**src/rtl/ifetch.sv**
```systemverilog
`default_nettype none
// ============================================================================
// Module   : ifetch
// Purpose  : R4 RV32I fetch stage. Issues word fetches over req/gnt/rvalid and
//            buffers responses in order for decode; redirect flushes everything.
//            Define IFETCH_MISALIGN_TRAP_EN to trap misaligned redirect targets.
// Revision : 1.0 - initial release
// ============================================================================
module ifetch #(
  parameter logic [31:0] RESET_PC = 32'h0000_0000,
  parameter int          DEPTH    = 2
) (
  input  logic        clk,
  input  logic        rst_n,
  output logic        imem_req,
  output logic [31:0] imem_addr,
  input  logic        imem_gnt,
  input  logic        imem_rvalid,
  input  logic [31:0] imem_rdata,
  input  logic        redirect,
  input  logic [31:0] redirect_pc,
  output logic        instr_valid,
  output logic [31:0] instr,
  output logic [31:0] instr_pc,
  input  logic        instr_ready
`ifdef IFETCH_MISALIGN_TRAP_EN
  ,
  output logic        misalign
`endif
);

  localparam int          CW    = $clog2(DEPTH + 1);
  localparam int          PW    = $clog2(DEPTH);
  localparam logic [CW:0] C_CAP = (CW + 1)'(DEPTH);

  logic [31:0]   r_fetch_pc;
  logic [CW-1:0] r_out;
  logic [CW-1:0] r_disc;
  logic [CW-1:0] r_count;
  logic [PW-1:0] r_rd;
  logic [PW-1:0] r_wr;
  logic [31:0]   r_buf_instr [DEPTH];
  logic [31:0]   r_buf_pc    [DEPTH];

  logic          w_gnt;
  logic          w_rsp;
  logic          w_push;
  logic          w_pop_buf;
  logic          w_fault_hold;
  logic          w_fault_valid;
  logic [CW-1:0] w_live;
  logic [CW:0]   w_used;
  logic [31:0]   w_rsp_pc;
  logic [31:0]   w_redir_target;

  assign w_gnt          = imem_req & imem_gnt;
  assign w_rsp          = imem_rvalid & (r_out != '0);
  assign w_push         = w_rsp & (r_disc == '0) & ~redirect;
  assign w_pop_buf      = (r_count != '0) & instr_ready;
  assign w_redir_target = redirect_pc & 32'hFFFF_FFFC;

  // Non-dropped responses come from consecutive addresses ending just below
  // fetch_pc, so the oldest live one sits (outstanding - discard) words back.
  assign w_live   = r_out - r_disc;
  assign w_rsp_pc = r_fetch_pc - {{(30 - CW){1'b0}}, w_live, 2'b00};

  // A head leaving this cycle frees its slot, which keeps DEPTH=2 at 1 IPC.
  assign w_used   = {1'b0, r_count} + {1'b0, r_out} - {{CW{1'b0}}, w_pop_buf};
  assign imem_req  = rst_n & ~redirect & (w_used < C_CAP) & ~w_fault_hold;
  assign imem_addr = r_fetch_pc;

`ifdef IFETCH_MISALIGN_TRAP_EN
  logic        r_fault_hold;
  logic        r_fault_valid;
  logic [31:0] r_fault_pc;

  always_ff @(posedge clk or negedge rst_n) begin
    if (!rst_n) begin
      r_fault_hold  <= 1'b0;
      r_fault_valid <= 1'b0;
      r_fault_pc    <= '0;
    end else if (redirect) begin
      r_fault_hold  <= |redirect_pc[1:0];
      r_fault_valid <= |redirect_pc[1:0];
      r_fault_pc    <= redirect_pc;
    end else if (r_fault_valid & instr_ready) begin
      r_fault_valid <= 1'b0;
    end
  end

  assign w_fault_hold  = r_fault_hold;
  assign w_fault_valid = r_fault_valid;
  assign misalign      = r_fault_valid;
  assign instr_pc      = r_fault_valid ? r_fault_pc : r_buf_pc[r_rd];
`else
  assign w_fault_hold  = 1'b0;
  assign w_fault_valid = 1'b0;
  assign instr_pc      = r_buf_pc[r_rd];
`endif

  assign instr_valid = (r_count != '0) | w_fault_valid;
  assign instr       = w_fault_valid ? 32'h0000_0000 : r_buf_instr[r_rd];

  always_ff @(posedge clk or negedge rst_n) begin
    if (!rst_n) begin
      r_fetch_pc <= RESET_PC;
      r_out      <= '0;
      r_disc     <= '0;
      r_count    <= '0;
      r_rd       <= '0;
      r_wr       <= '0;
      for (int i = 0; i < DEPTH; i++) begin
        r_buf_instr[i] <= '0;
        r_buf_pc[i]    <= '0;
      end
    end else if (redirect) begin
      // Everything already requested is now stale, including a response landing now.
      r_fetch_pc <= w_redir_target;
      r_out      <= r_out - CW'(w_rsp);
      r_disc     <= r_out - CW'(w_rsp);
      r_count    <= '0;
      r_rd       <= '0;
      r_wr       <= '0;
    end else begin
      if (w_gnt) begin
        r_fetch_pc <= r_fetch_pc + 32'd4;
      end
      r_out <= r_out + CW'(w_gnt) - CW'(w_rsp);
      if (w_rsp && (r_disc != '0)) begin
        r_disc <= r_disc - CW'(1);
      end
      if (w_push) begin
        r_buf_instr[r_wr] <= imem_rdata;
        r_buf_pc[r_wr]    <= w_rsp_pc;
        r_wr              <= r_wr + PW'(1);
      end
      if (w_pop_buf) begin
        r_rd <= r_rd + PW'(1);
      end
      r_count <= r_count + CW'(w_push) - CW'(w_pop_buf);
    end
  end

endmodule
`default_nettype wire
```
**config.mk**
```make
export PLATFORM = sky130hd
export DESIGN_NAME = ifetch
export DESIGN_NICKNAME = d
export VERILOG_FILES = /design/src/rtl/ifetch.sv
export SDC_FILE = /design/constraint.sdc
export NUM_CORES = 1
export LEC_CHECK = 0
export ABC_CLOCK_PERIOD_IN_PS = 3350
export BUFFER_PORTS_ARGS = -buffer_cell sky130_fd_sc_hd__buf_4
export CAP_MARGIN = 20
export CELL_PAD_IN_SITES_DETAIL_PLACEMENT = 2
export CELL_PAD_IN_SITES_GLOBAL_PLACEMENT = 2
export CORE_MARGIN = 5
export CORE_UTILIZATION = 30
export CTS_CLUSTER_SIZE = 25
export DETAILED_ROUTE_END_ITERATION = 10
export PLACE_DENSITY_LB_ADDON = 0.12
export SLEW_MARGIN = 25
export SYNTH_ARGS = -nofsm -noshare
export SYNTH_HDL_FRONTEND = slang
export SYNTH_SLANG_ARGS = --single-unit
```
**constraint.sdc**
```tcl
create_clock -name clk -period 3.35 [get_ports clk]
set_input_delay 0.5025 -clock clk [delete_from_list [all_inputs] [get_ports clk]]
set_output_delay 0.5025 -clock clk [all_outputs]
set_load 0.1 [all_outputs]
```
==> flow_summary_export.csv, run 1 <==
group,metric,value,unit
power_and_ir_drop,p_leak,5.041,nW
cts,cts_tree,"done",
floorplanning,die_area,31150,µm²
placement,gp_congestion,0.7334,
logic_synthesis,ys_ff_latch,162,
logic_synthesis,synth_edf_count,0,
sta,rsz0062_at_grt,"false",
power_and_ir_drop,internal_power,5.734,mW
power_and_ir_drop,combPwrFrac,0.571,
critical_path,max_stage_delay,0.41,ns
cts,cts_root_buf,"clkbuf_16",
sta,fin_crit,3.153,ns
floorplanning,io_pins,168,
detailed_routing,first_iter_violations,401,
detailed_routing,first_pass_iters,4,
hold_path,hold_class,"input pin to async pin",
critical_path,slowest_stage,"fa_1",
final_layout,drive_gt1_frac,0.2808,
logic_synthesis,syn_inst,919,
global_route,grt_max_degree,163,
power_and_ir_drop,powerDensity,1166,nW/µm²
floorplanning,start_util,0.3018,
final_layout,nNetsFinal,1143,
detailed_routing,drt-total-wl,26980,µm
sta,report.final.slew_viol_count,0,
global_route,grt_pass1_vias,7658,
cts,post_cts_buffers,0,
floorplanning,rows,61,
cts,clock_path_buffers,2,
power_and_ir_drop,finalPower,12.45,mW
final_layout,antenna_cells,0,
logic_synthesis,ys_seq_area_frac,0.4875,
cts,cts_sinks,162,
critical_path,worstPathCellList,"inv_2 -> nand2_8 -> and2_1 -> ha_1 -> nand2b_1 -> fa_1 -> xnor2_2 -> nor3_4 -> buf_6",
power_and_ir_drop,switching_share,0.5394,
cts,htreeDepth,4,
power_and_ir_drop,peakVddDrop,0.4440,mV
final_layout,area_growth,28.36,%
final_layout,design_area,10670,µm²
logic_synthesis,async_reset_ff_frac,1.000,
floorplanning,coreArea,27550,µm²
sta,max_freq,317.2,MHz
placement,place_ws,-0.08114,ns
detailed_routing,ant_nets,0,
sta,setup_violations,0,
critical_path,startpoint_type,"register",
power_and_ir_drop,clkPwrFrac,0.176,
critical_path,arrival,2.65,ns
sta,fin_skew,0.01514,ns
critical_path,worst_path_dominant_cell_family,"adder cells",
cts,clkLatencyLatePin,0.43,ns
sta,worst_slack,0.1970,ns
sta,worst_pin_slew,0.9515,ns
placement,io_buffers,161,
sta,whs,0.2279,ns
power_and_ir_drop,switching_power,6.715,mW
placement,place_hpwl,18360,µm
cts,cts.clk_slew.worst_paths,0.08,ns
logic_synthesis,yosysTopAreaCell,"dfrtp_1",
logic_synthesis,syn_area,8315,µm²
job,maxCapViolCount,0,
sta,relSlewSlack,0.3656,
power_and_ir_drop,p_seq_frac,0.254,
detailed_routing,vias,7001,
logic_synthesis,syn_avg_cell_area,9.048,µm²
logic_synthesis,yosysWarnings,0,
logic_synthesis,ys_top_cells_by_area,"dfrtp_1 (49%), nand2_1 (14%), mux2_2 (8.5%)",
logic_synthesis,ys.flop_type,"dfrtp_1",
logic_synthesis,synth_top_area_frac,0.4875,
global_route,grt_usage,0.1763,
critical_path,cp.buffers_inverters,2,
cts,holdBufCountCts,0,
detailed_routing,drcViolationCount,0,
global_route,overflow,0,
critical_path,critPathKind,"register to output pin",
floorplanning,die-width,176.5,µm
logic_synthesis,synth_cell_types,53,
sta,timing.final.crit_share,0.9412,
critical_path,crit_path_end_kind,"output pin",
global_route,grt_pass1_wl,43390,µm
final_layout,fin_util,0.3874,
floorplanning,fp.dieH,176.5,µm
detailed_routing,detail_route.wl_per_cell,18.61,µm
cts,numCtsBuffers,17,
critical_path,worstPathMaxFanout,3,
status,run_status,"complete, no violations",
global_route,antenna_found_initial,0,
placement,post_dp_cell_area,10000,µm²
detailed_routing,vias_per_cell,4.828,
sta,finalHoldViolCount,0,
critical_path,required,2.85,ns
==> sequential cells by signal (all words and copies together) (netlist names) <==
register     flops
r_count          2
r_disc           2
imem_addr       30
r_wr             1
r_buf_pc        60
r_rd             1
r_out            2
r_buf_instr     64
==> synthesized netlist by cell type, drive strengths merged, types with 8 or more instances <==
master and count:
buf 15, nor2 23, inv 19, dfrtp 162
nand2 302, xnor2 29, clkbuf 50, nand3 35
ha 12, o311ai 8, nor4 12, o21ai 76
nand4 11, o211ai 14, mux2 63, nor3 13
or3 9
==> metrics by stage <==
stage | cells | TNS [ns]
finish | 1450 | 0
global route | 1450 | 0
CTS | 1449 | 0
detailed placement | 1417 | -0.2002
global placement | 1417 | 0
floorplan | 922 | 0
==> repair_timing <==
item | in CTS | in global routing
endpoints found under the setup margin | 4 | 3
hold endpoints to repair | 0 | 0
gates resized for setup | 1 | 2
==> power by group through the flow <==
| stage | Combinational [mW] | Sequential [mW] | Clock [mW] |
|---|---|---|---|
| 2_1_floorplan | 5.29 | 3.39 | 0 |
| 3_3_place_gp | 7.10 | 3.17 | 0 |
| 3_5_place_dp | 7.17 | 3.20 | 0 |
| 4_1_cts | 7.21 | 3.17 | 2.25 |
| 5_1_grt | 7.55 | 3.26 | 2.33 |
| 6_report | 7.11 | 3.16 | 2.19 |
==> layer usage <==
layer | track usage | part of all wire | vias up
li1 | - | - | 3376
met1 | 0.2393 | 0.47 | 3488
met2 | 0.2962 | 0.49 | 122
met3 | 0.03298 | 0.035 | 15
met4 | 0.03578 | 0.0063 | 0
met5 | 0 | 0 | -
==> final cells by class <==
type,instances,area (µm²)
sequential,162,4055
clock buffer,18,429.2
multi-input combinational,676,3989
clock inverter,14,212.7
fill,3024,16880
tap,378,473.0
timing repair buffer,183,1444
inverter,19,71.32
==> worst reg2reg max path, delay by kind of cell (launching register included) <==
| family | cells | cell delay, ns |
|---|---|---|
| AO/OA/AOI/OAI | 1 | 0.19 |
| XOR/XNOR | 2 | 0.26 |
| adder cells (fa/ha/maj) | 4 | 1.24 |
| buffers and inverters | 3 | 0.25 |
| flip-flops | 1 | 0.40 |
| AND/OR/NAND/NOR | 5 | 0.70 |
==> layout by cell type, fill, tap and decap left out, drive strengths merged, types with 2 or more instances in the layout <==
| cell | synthesis | layout |
|---|---|---|
| ha | 12 | 12 |
| nand4b | 2 | 2 |
| and2 | 5 | 5 |
| a41oi | 3 | 3 |
| nand2 | 302 | 302 |
| nor2 | 23 | 23 |
| o21ai | 76 | 76 |
| xor2 | 7 | 7 |
| nand4 | 11 | 11 |
| xnor2 | 29 | 29 |
| clkinv | 0 | 2 |
| nand2b | 4 | 4 |
| mux2i | 2 | 2 |
| dfrtp | 162 | 162 |
| inv | 19 | 27 |
| a32oi | 2 | 2 |
| o211ai | 14 | 14 |
| nand3b | 2 | 2 |
| conb | 1 | 4 |
| or3 | 9 | 9 |
| fa | 2 | 2 |
| nor2b | 2 | 2 |
| a31oi | 2 | 2 |
| and3 | 5 | 5 |
| a221o | 4 | 4 |
| nor3 | 13 | 13 |
| a21o | 2 | 2 |
| a21oi | 2 | 2 |
| a211o | 2 | 2 |
| nand3 | 35 | 35 |
| or2 | 4 | 4 |
| bufinv | 0 | 4 |
| or4 | 5 | 5 |
| mux2 | 63 | 63 |
| nor4 | 12 | 12 |
| a31o | 3 | 3 |
| o311ai | 8 | 8 |
| clkbuf | 50 | 18 |
| buf | 15 | 183 |
==> logic make-up after synthesis <==
kind of cell    Yosys count  share of synthesized area
fa+ha+maj                14                    0.02287
compound gates          120                    0.08848
simple gates            437                     0.2340
buf+inv                  84                    0.04108
other cells               1                  0.0004510
flops                   162                     0.4875
xor+xnor                 36                    0.03792
mux                      65                    0.08772
==> worst paths after layout <==
| kind | from | to | slack [ns] | depth (start not counted) |
|---|---|---|---|---|
| setup / recovery | r_count[0]$_DFF_PN0_ | imem_req | 0.20 | 9 |
| setup reg to reg | r_count[0]$_DFF_PN0_ | r_out[1]$_DFF_PN0_ | 0.25 | 15 |
| min in group clk | imem_rdata[4] | r_buf_instr[36]$_DFFE_PN0P_ | 0.27 | 3 |
| hold reg to reg | r_buf_instr[16]$_DFFE_PN0P_ | r_buf_instr[16]$_DFFE_PN0P_ | 0.47 | 2 |
| max in group asynchronous | rst_n | imem_addr[14]$_DFFE_PN0P_ | 2.40 | 2 |
| hold / removal | rst_n | r_buf_pc[4]$_DFFE_PN0P_ | 0.23 | 2 |
Power figures use the tool's default switching activity.
==> run 2: changes to the inputs <==
ABC_CLOCK_PERIOD_IN_PS = 2700   (was 3350)
clock period = 2.7 ns   (was 3.35 ns; I/O delays follow)
==> run 2 against run 1 <==
The run now ends with setup timing left; critical path depth rose by 5; sequential power rose by 24%; combinational power rose by 34%; routed wire length rose by 4.1%; critical endpoint is now imem_addr[31]$_DFFE_PN0P_; largest power group unchanged; highest routed layer unchanged.
==> flow_summary_export.csv, run 2 (same netlist as run 1, synthesis figures left out) <==
group,metric,value,unit
sta,worst_slack,-0.2237,ns
critical_path,required,3.06,ns
final_layout,top_register,"r_buf_instr",
critical_path,cp.buffers_inverters,4,
global_route,grt_pass1_vias,8102,
global_route,grt_usage,0.1839,
detailed_routing,drcViolationCount,0,
detailed_routing,met1Wirelength,13230,µm
final_layout,antenna_cells,0,
global_route,antenna_found_initial,0,
sta,setup_violations,20,
final_layout,area_growth,36.23,%
cts,htreeDepth,4,
sta,max_freq,342.0,MHz
floorplanning,io_pins,168,
final_layout,nNetsFinal,1196,
final_layout,fin_cells,1503,
sta,report.final.slew_viol_count,0,
cts,cts_tree,"done",
cts,cts.clk_slew.worst_paths,0.07,ns
cts,cts_root_buf,"clkbuf_16",
detailed_routing,ant_nets,0,
cts,clkLatencyLatePin,0.43,ns
critical_path,slowest_stage,"fa_1",
sta,relSlewSlack,0.4713,
hold_path,hold_class,"input pin to async pin",
final_layout,drive_gt1_frac,0.3458,
cts,cts_sinks,162,
critical_path,worstPathMaxFanout,4,
final_layout,final_common_cell,"nand2_1",
floorplanning,die-width,176.5,µm
sta,finalHoldViolCount,0,
power_and_ir_drop,peakVddDrop,0.5859,mV
global_route,overflow,0,
placement,gp_congestion,0.7411,
detailed_routing,route.met3.wl,924,µm
sta,fin_crit,2.924,ns
critical_path,setup.worst_path.start,"r_count[0]$_DFF_PN0_",
critical_path,critPathKind,"register to register",
sta,tns,-1.612,ns
detailed_routing,route.top_layer_used,"met4",
job,maxCapViolCount,0,
final_layout,n_fill_cell,2991,
critical_path,worst_path_dominant_cell_family,"simple AND/OR/NAND/NOR gates",
critical_path,max_stage_delay,0.53,ns
cts,clock_path_buffers,2,
critical_path,r2r_slack,-0.22,ns
floorplanning,coreArea,27550,µm²
detailed_routing,detail_route.wl_per_cell,18.69,µm
detailed_routing,wl_met2,13630,µm
sta,fin_skew,0.01479,ns
critical_path,reg2reg_to,"imem_addr[31]$_DFFE_PN0P_",
detailed_routing,vias,7285,
detailed_routing,first_iter_violations,246,
critical_path,arrival,3.28,ns
critical_path,reg2reg_depth,14,
floorplanning,rows,61,
placement,place_inst,1461,
detailed_routing,first_pass_iters,4,
sta,rsz0062_at_grt,"true",
detailed_routing,drt-total-wl,28090,µm
detailed_routing,vias_per_cell,4.847,
floorplanning,die_area,31150,µm²
sta,worst_pin_slew,0.7931,ns
status,violations,"setup timing",
global_route,grt_pass1_wl,45620,µm
critical_path,crit_path_end_kind,"register",
placement,io_buffers,161,
status,run_status,"finished with violations",
power_and_ir_drop,p_leak,5.381,nW
critical_path,startpoint_type,"register",
critical_path,worstPathCellList,"inv_2 -> nand2_8 -> and2_4 -> ha_4 -> nand2b_4 -> fa_1 -> nand4b_1 -> buf_4 -> nor4b_4 -> buf_4 -> buf_6 -> nand4b_1 -> mux2_4 -> nand3_2",
final_layout,largest_reg_flops,64,
sta,timing.final.crit_share,1.083,
final_layout,final_cell_mix,"nand2_1 (298), buf_4 (219), dfrtp_1 (159)",
placement,place_hpwl,20180,µm
cts,numCtsBuffers,17,
critical_path,r2r-start,"r_count[0]$_DFF_PN0_",
power_and_ir_drop,powerDensity,1398,nW/µm²
cts,holdBufCountCts,0,
floorplanning,fp.dieH,176.5,µm
floorplanning,start_util,0.3018,
global_route,grt_max_degree,105,
sta,whs,0.1041,ns
-- run 2: cell count changes in the layout (fill, tap and decap cells not counted), sizes merged --
cell      change
buf          +53
bufinv        -3
clkbuf        +1
clkinv        +2
clkinvlp      +2
inv           -2
-- run 2: worst register-to-register path, cell delays in order, from the launching register on --
cell,delay [ns]
dfrtp_1,0.40
inv_2,0.12
nand2_8,0.05
and2_4,0.15
ha_4,0.20
nand2b_4,0.13
fa_1,0.53
nand4b_1,0.15
buf_4,0.17
nor4b_4,0.20
buf_4,0.16
buf_6,0.10
nand4b_1,0.13
mux2_4,0.31
nand3_2,0.06
-- run 2: metrics by stage --
| stage | util | setup slack (ns) | power, mW | cell area (µm²) |
|---|---|---|---|---|
| floorplan | - | -0.4507 | 10.86 | 8437 |
| global placement | 0.3792 | -0.2850 | 13.11 | 10450 |
| detailed placement | 0.3792 | -0.2997 | 13.27 | 10450 |
| CTS | 0.4071 | -0.2070 | 15.95 | 11220 |
| global route | 0.4112 | -0.3451 | 16.73 | 11330 |
| finish | 0.4112 | -0.2237 | 15.84 | 11330 |
-- run 2: power breakdown --
part / switching [mW] / internal, mW
clock: 1.09 / 1.32
combinational: 6.83 / 2.69
sequential: 0.601 / 3.32
total: 8.52 / 7.32
-- run 2: worst max-delay path by stage --
stage	endpoint	slack, ns	cells after the start
global placement	imem_addr[24]$_DFFE_PN0P_	-0.28	12
finish	imem_addr[31]$_DFFE_PN0P_	-0.22	14
detailed placement	imem_addr[23]$_DFFE_PN0P_	-0.30	13
global route	imem_addr[30]$_DFFE_PN0P_	-0.35	13
CTS	imem_req	-0.21	9
floorplan	r_out[1]$_DFF_PN0_	-0.45	17
-- run 2: final cells by class --
class                           instances  area, µm²  area share
Inverter                               19      71.32    0.006296
Clock inverter                         13      126.4     0.01116
Timing Repair Buffer                  236       1927      0.1701
Tap cell                              378      473.0     0.04175
Clock buffer                           19      442.9     0.03910
Multi-Input combinational cell        676       4230      0.3734
Sequential cell                       162       4058      0.3582
-- run 2: layer usage --
layer	global-route usage	vias to the layer above
li1	-	3482
met2	0.3062	137
met3	0.02998	12
met1	0.2536	3654
met4	0.03997	0
met5	0	-
-- run 2: what timing repair did --
action	CTS	global route
resized for setup	40	17
endpoints found under the setup margin	42	45
buffers inserted	5	5
pin swaps	12	17
==> run 3: changes to the inputs <==
CORE_UTILIZATION = 31   (was 30)
CTS_BUF_LIST = sky130_fd_sc_hd__clkbuf_4 sky130_fd_sc_hd__clkbuf_8   (was unset)
PLACE_DENSITY = 0.88   (was unset)
PLACE_DENSITY_LB_ADDON = unset   (was 0.12)
==> run 3 against run 2 <==
Largest cell class unchanged; count of clock-buffer cells in the layout is 1 lower; total power down 0.36%; the run still ends with setup timing left; critical endpoint is now imem_addr[15]$_DFFE_PN0P_; clock power shrank 26%; combinational power rose by 6%.
==> flow_summary_export.csv, run 3 (same netlist as run 1, synthesis figures left out) <==
group,metric,value,unit
floorplanning,die_area,30200,µm²
cts,numCtsBuffers,17,
global_route,grt_pass1_vias,8687,
detailed_routing,first_iter_violations,465,
power_and_ir_drop,p_leak,5.322,nW
detailed_routing,vias,7738,
placement,place_hpwl,20360,µm
sta,rsz0062_at_grt,"true",
critical_path,cp.buffers_inverters,5,
global_route,grt_usage,0.1990,
placement,place_ws,-0.3267,ns
critical_path,setup.worst_path.start,"r_count[0]$_DFF_PN0_",
critical_path,crit_path_end,"imem_addr[15]$_DFFE_PN0P_",
global_route,overflow,0,
critical_path,worstPathCellList,"inv_2 -> nand2_8 -> and2_4 -> ha_4 -> nand2b_4 -> fa_2 -> nand4b_1 -> nor2_2 -> buf_4 -> buf_8 -> buf_6 -> buf_6 -> nand4_1 -> nand3_1 -> o211ai_1",
placement,gp_congestion,0.7565,
power_and_ir_drop,clkPwrFrac,0.112,
final_layout,nNetsFinal,1196,
final_layout,final_common_cell,"nand2_1",
final_layout,largest_reg_flops,64,
global_route,grt-busiest-layer,"met2",
power_and_ir_drop,peakVddDrop,0.7962,mV
critical_path,required,3.03,ns
detailed_routing,drcViolationCount,0,
placement,io_buffers,161,
critical_path,crit_top_cell,"buf_6",
floorplanning,io_pins,168,
global_route,grt_max_degree,90,
final_layout,final_cell_mix,"nand2_1 (296), buf_4 (214), dfrtp_1 (159)",
detailed_routing,vias_per_cell,5.278,
sta,fin_crit,3.064,ns
critical_path,startpoint_type,"register",
global_route,use_met1,0.2519,
floorplanning,rows,60,
global_route,grt_util_met2,0.3427,
sta,worst_slack,-0.3639,ns
final_layout,fin_util,0.4244,
global_route,gr-usage-met3,0.03250,
final_layout,drive_gt1_frac,0.3840,
detailed_routing,first_pass_iters,5,
critical_path,max_stage_delay,0.53,ns
sta,setup_violations,33,
final_layout,antenna_cells,0,
critical_path,critPathKind,"register to register",
critical_path,crit_path_end_kind,"register",
power_and_ir_drop,internal_power,6.831,mW
cts,cts.clk_slew.worst_paths,0.12,ns
power_and_ir_drop,switching_power,8.952,mW
detailed_routing,detail_route.wl_per_cell,23.00,µm
power_and_ir_drop,p_seq_frac,0.249,
final_layout,area_growth,36.02,%
sta,tns,-7.550,ns
floorplanning,coreArea,26650,µm²
global_route,antenna_found_initial,0,
status,violations,"setup timing",
cts,cts_sinks,162,
sta,max_freq,326.4,MHz
power_and_ir_drop,powerDensity,1395,nW/µm²
sta,report.final.slew_viol_count,0,
detailed_routing,drt-total-wl,33710,µm
cts,clock_path_buffers,2,
sta,fin_skew,0.02926,ns
job,maxCapViolCount,0,
power_and_ir_drop,switching_share,0.5672,
critical_path,r2r-start,"r_count[0]$_DFF_PN0_",
critical_path,reg2reg_to,"imem_addr[15]$_DFFE_PN0P_",
power_and_ir_drop,finalPower,15.78,mW
critical_path,worstPathMaxFanout,7,
floorplanning,fp.dieH,173.8,µm
critical_path,slowest_stage,"fa_2",
final_layout,top_register,"r_buf_instr",
critical_path,r2r_slack,-0.36,ns
sta,finalHoldViolCount,0,
detailed_routing,ant_nets,0,
critical_path,worst_path_dominant_cell_family,"simple AND/OR/NAND/NOR gates",
cts,htreeDepth,4,
cts,cts_root_buf,"clkbuf_8",
power_and_ir_drop,combPwrFrac,0.639,
floorplanning,die-width,173.8,µm
cts,clkLatencyLatePin,0.47,ns
critical_path,crit_cells,15,
floorplanning,start_util,0.3120,
sta,worst_pin_slew,0.7673,ns
status,run_status,"finished with violations",
hold_path,hold_class,"input pin to register",
sta,timing.final.crit_share,1.135,
critical_path,reg2reg_depth,15,
cts,cts_tree,"done",
global_route,grt_pass1_wl,48180,µm
sta,relSlewSlack,0.4885,
critical_path,arrival,3.40,ns
[run 3: cell types whose count changed in the layout (fill, tap and decap cells not counted), sizes merged]
| cell | delta |
|---|---|
| clkinv | +1 |
| buf | -1 |
| clkinvlp | +1 |
| dlygate4sd3 | +1 |
| clkbuf | -1 |
| bufinv | -1 |
[run 3: power by group through the flow]
stage,combinational [mW],clock [mW],sequential [mW]
after floorplan,6.64,0,4.22
after global placement,9.01,0,3.84
after detailed placement,9.24,0,3.94
after CTS,9.65,1.79,3.91
after global routing,10.6,1.91,4.05
final,10.1,1.77,3.93
[run 3: per-layer routing]
layer	routed length [µm]	share of wire
met5	0	0
met4	1024	0.030
met3	1401	0.042
met2	16930	0.50
met1	14360	0.43
[run 3: cell type report]
type	instances	area, µm²
Fill cell	2851	15340
Multi-Input combinational cell	676	4489
Sequential cell	162	4058
Timing Repair Buffer	236	1896
Tap cell	341	426.7
Clock buffer	18	247.7
Clock inverter	14	120.1
Inverter	19	73.82
[run 3: how the worst min path moves through the flow]
stage | from | slack [ns] | endpoint | cells after the start
2_1_floorplan | rst_n | 0.11 | imem_addr[10]$_DFFE_PN0P_ | 0
3_3_place_gp | rst_n | 0.27 | imem_addr[21]$_DFFE_PN0P_ | 1
3_5_place_dp | rst_n | 0.27 | imem_addr[2]$_DFFE_PN0P_ | 1
4_1_cts | imem_rdata[16] | 0.1 | r_buf_instr[48]$_DFFE_PN0P_ | 3
5_1_grt | imem_rdata[21] | 0.10 | r_buf_instr[53]$_DFFE_PN0P_ | 3
6_report | imem_rdata[16] | 0.13 | r_buf_instr[48]$_DFFE_PN0P_ | 3
[run 3: through the flow]
| step | cell area, µm² | hold WS (ns) | std cells |
|---|---|---|---|
| after global routing | 11310 | 0.1036 | 1466 |
| after CTS | 10920 | 0.09901 | 1457 |
| final | 11310 | 0.1342 | 1466 |
| after detailed placement | 10190 | 0.2686 | 1407 |
| after floorplan | 8437 | 0.1094 | 922 |
| after global placement | 10190 | 0.2680 | 1407 |
[run 3: what timing repair did]
action	CTS	global route
endpoints found under the setup margin	52	62
resized for setup	53	85
hold buffers	1	0
hold endpoints to repair	13	0
gates cloned	1	0
buffers inserted	16	13
pin swaps	25	38
[run 3: tightest hold or removal path: cells and delay by family]
family	cells	cell delay, ns
and+or+nand+nor	2	0.09
buffers and inverters	1	0.08
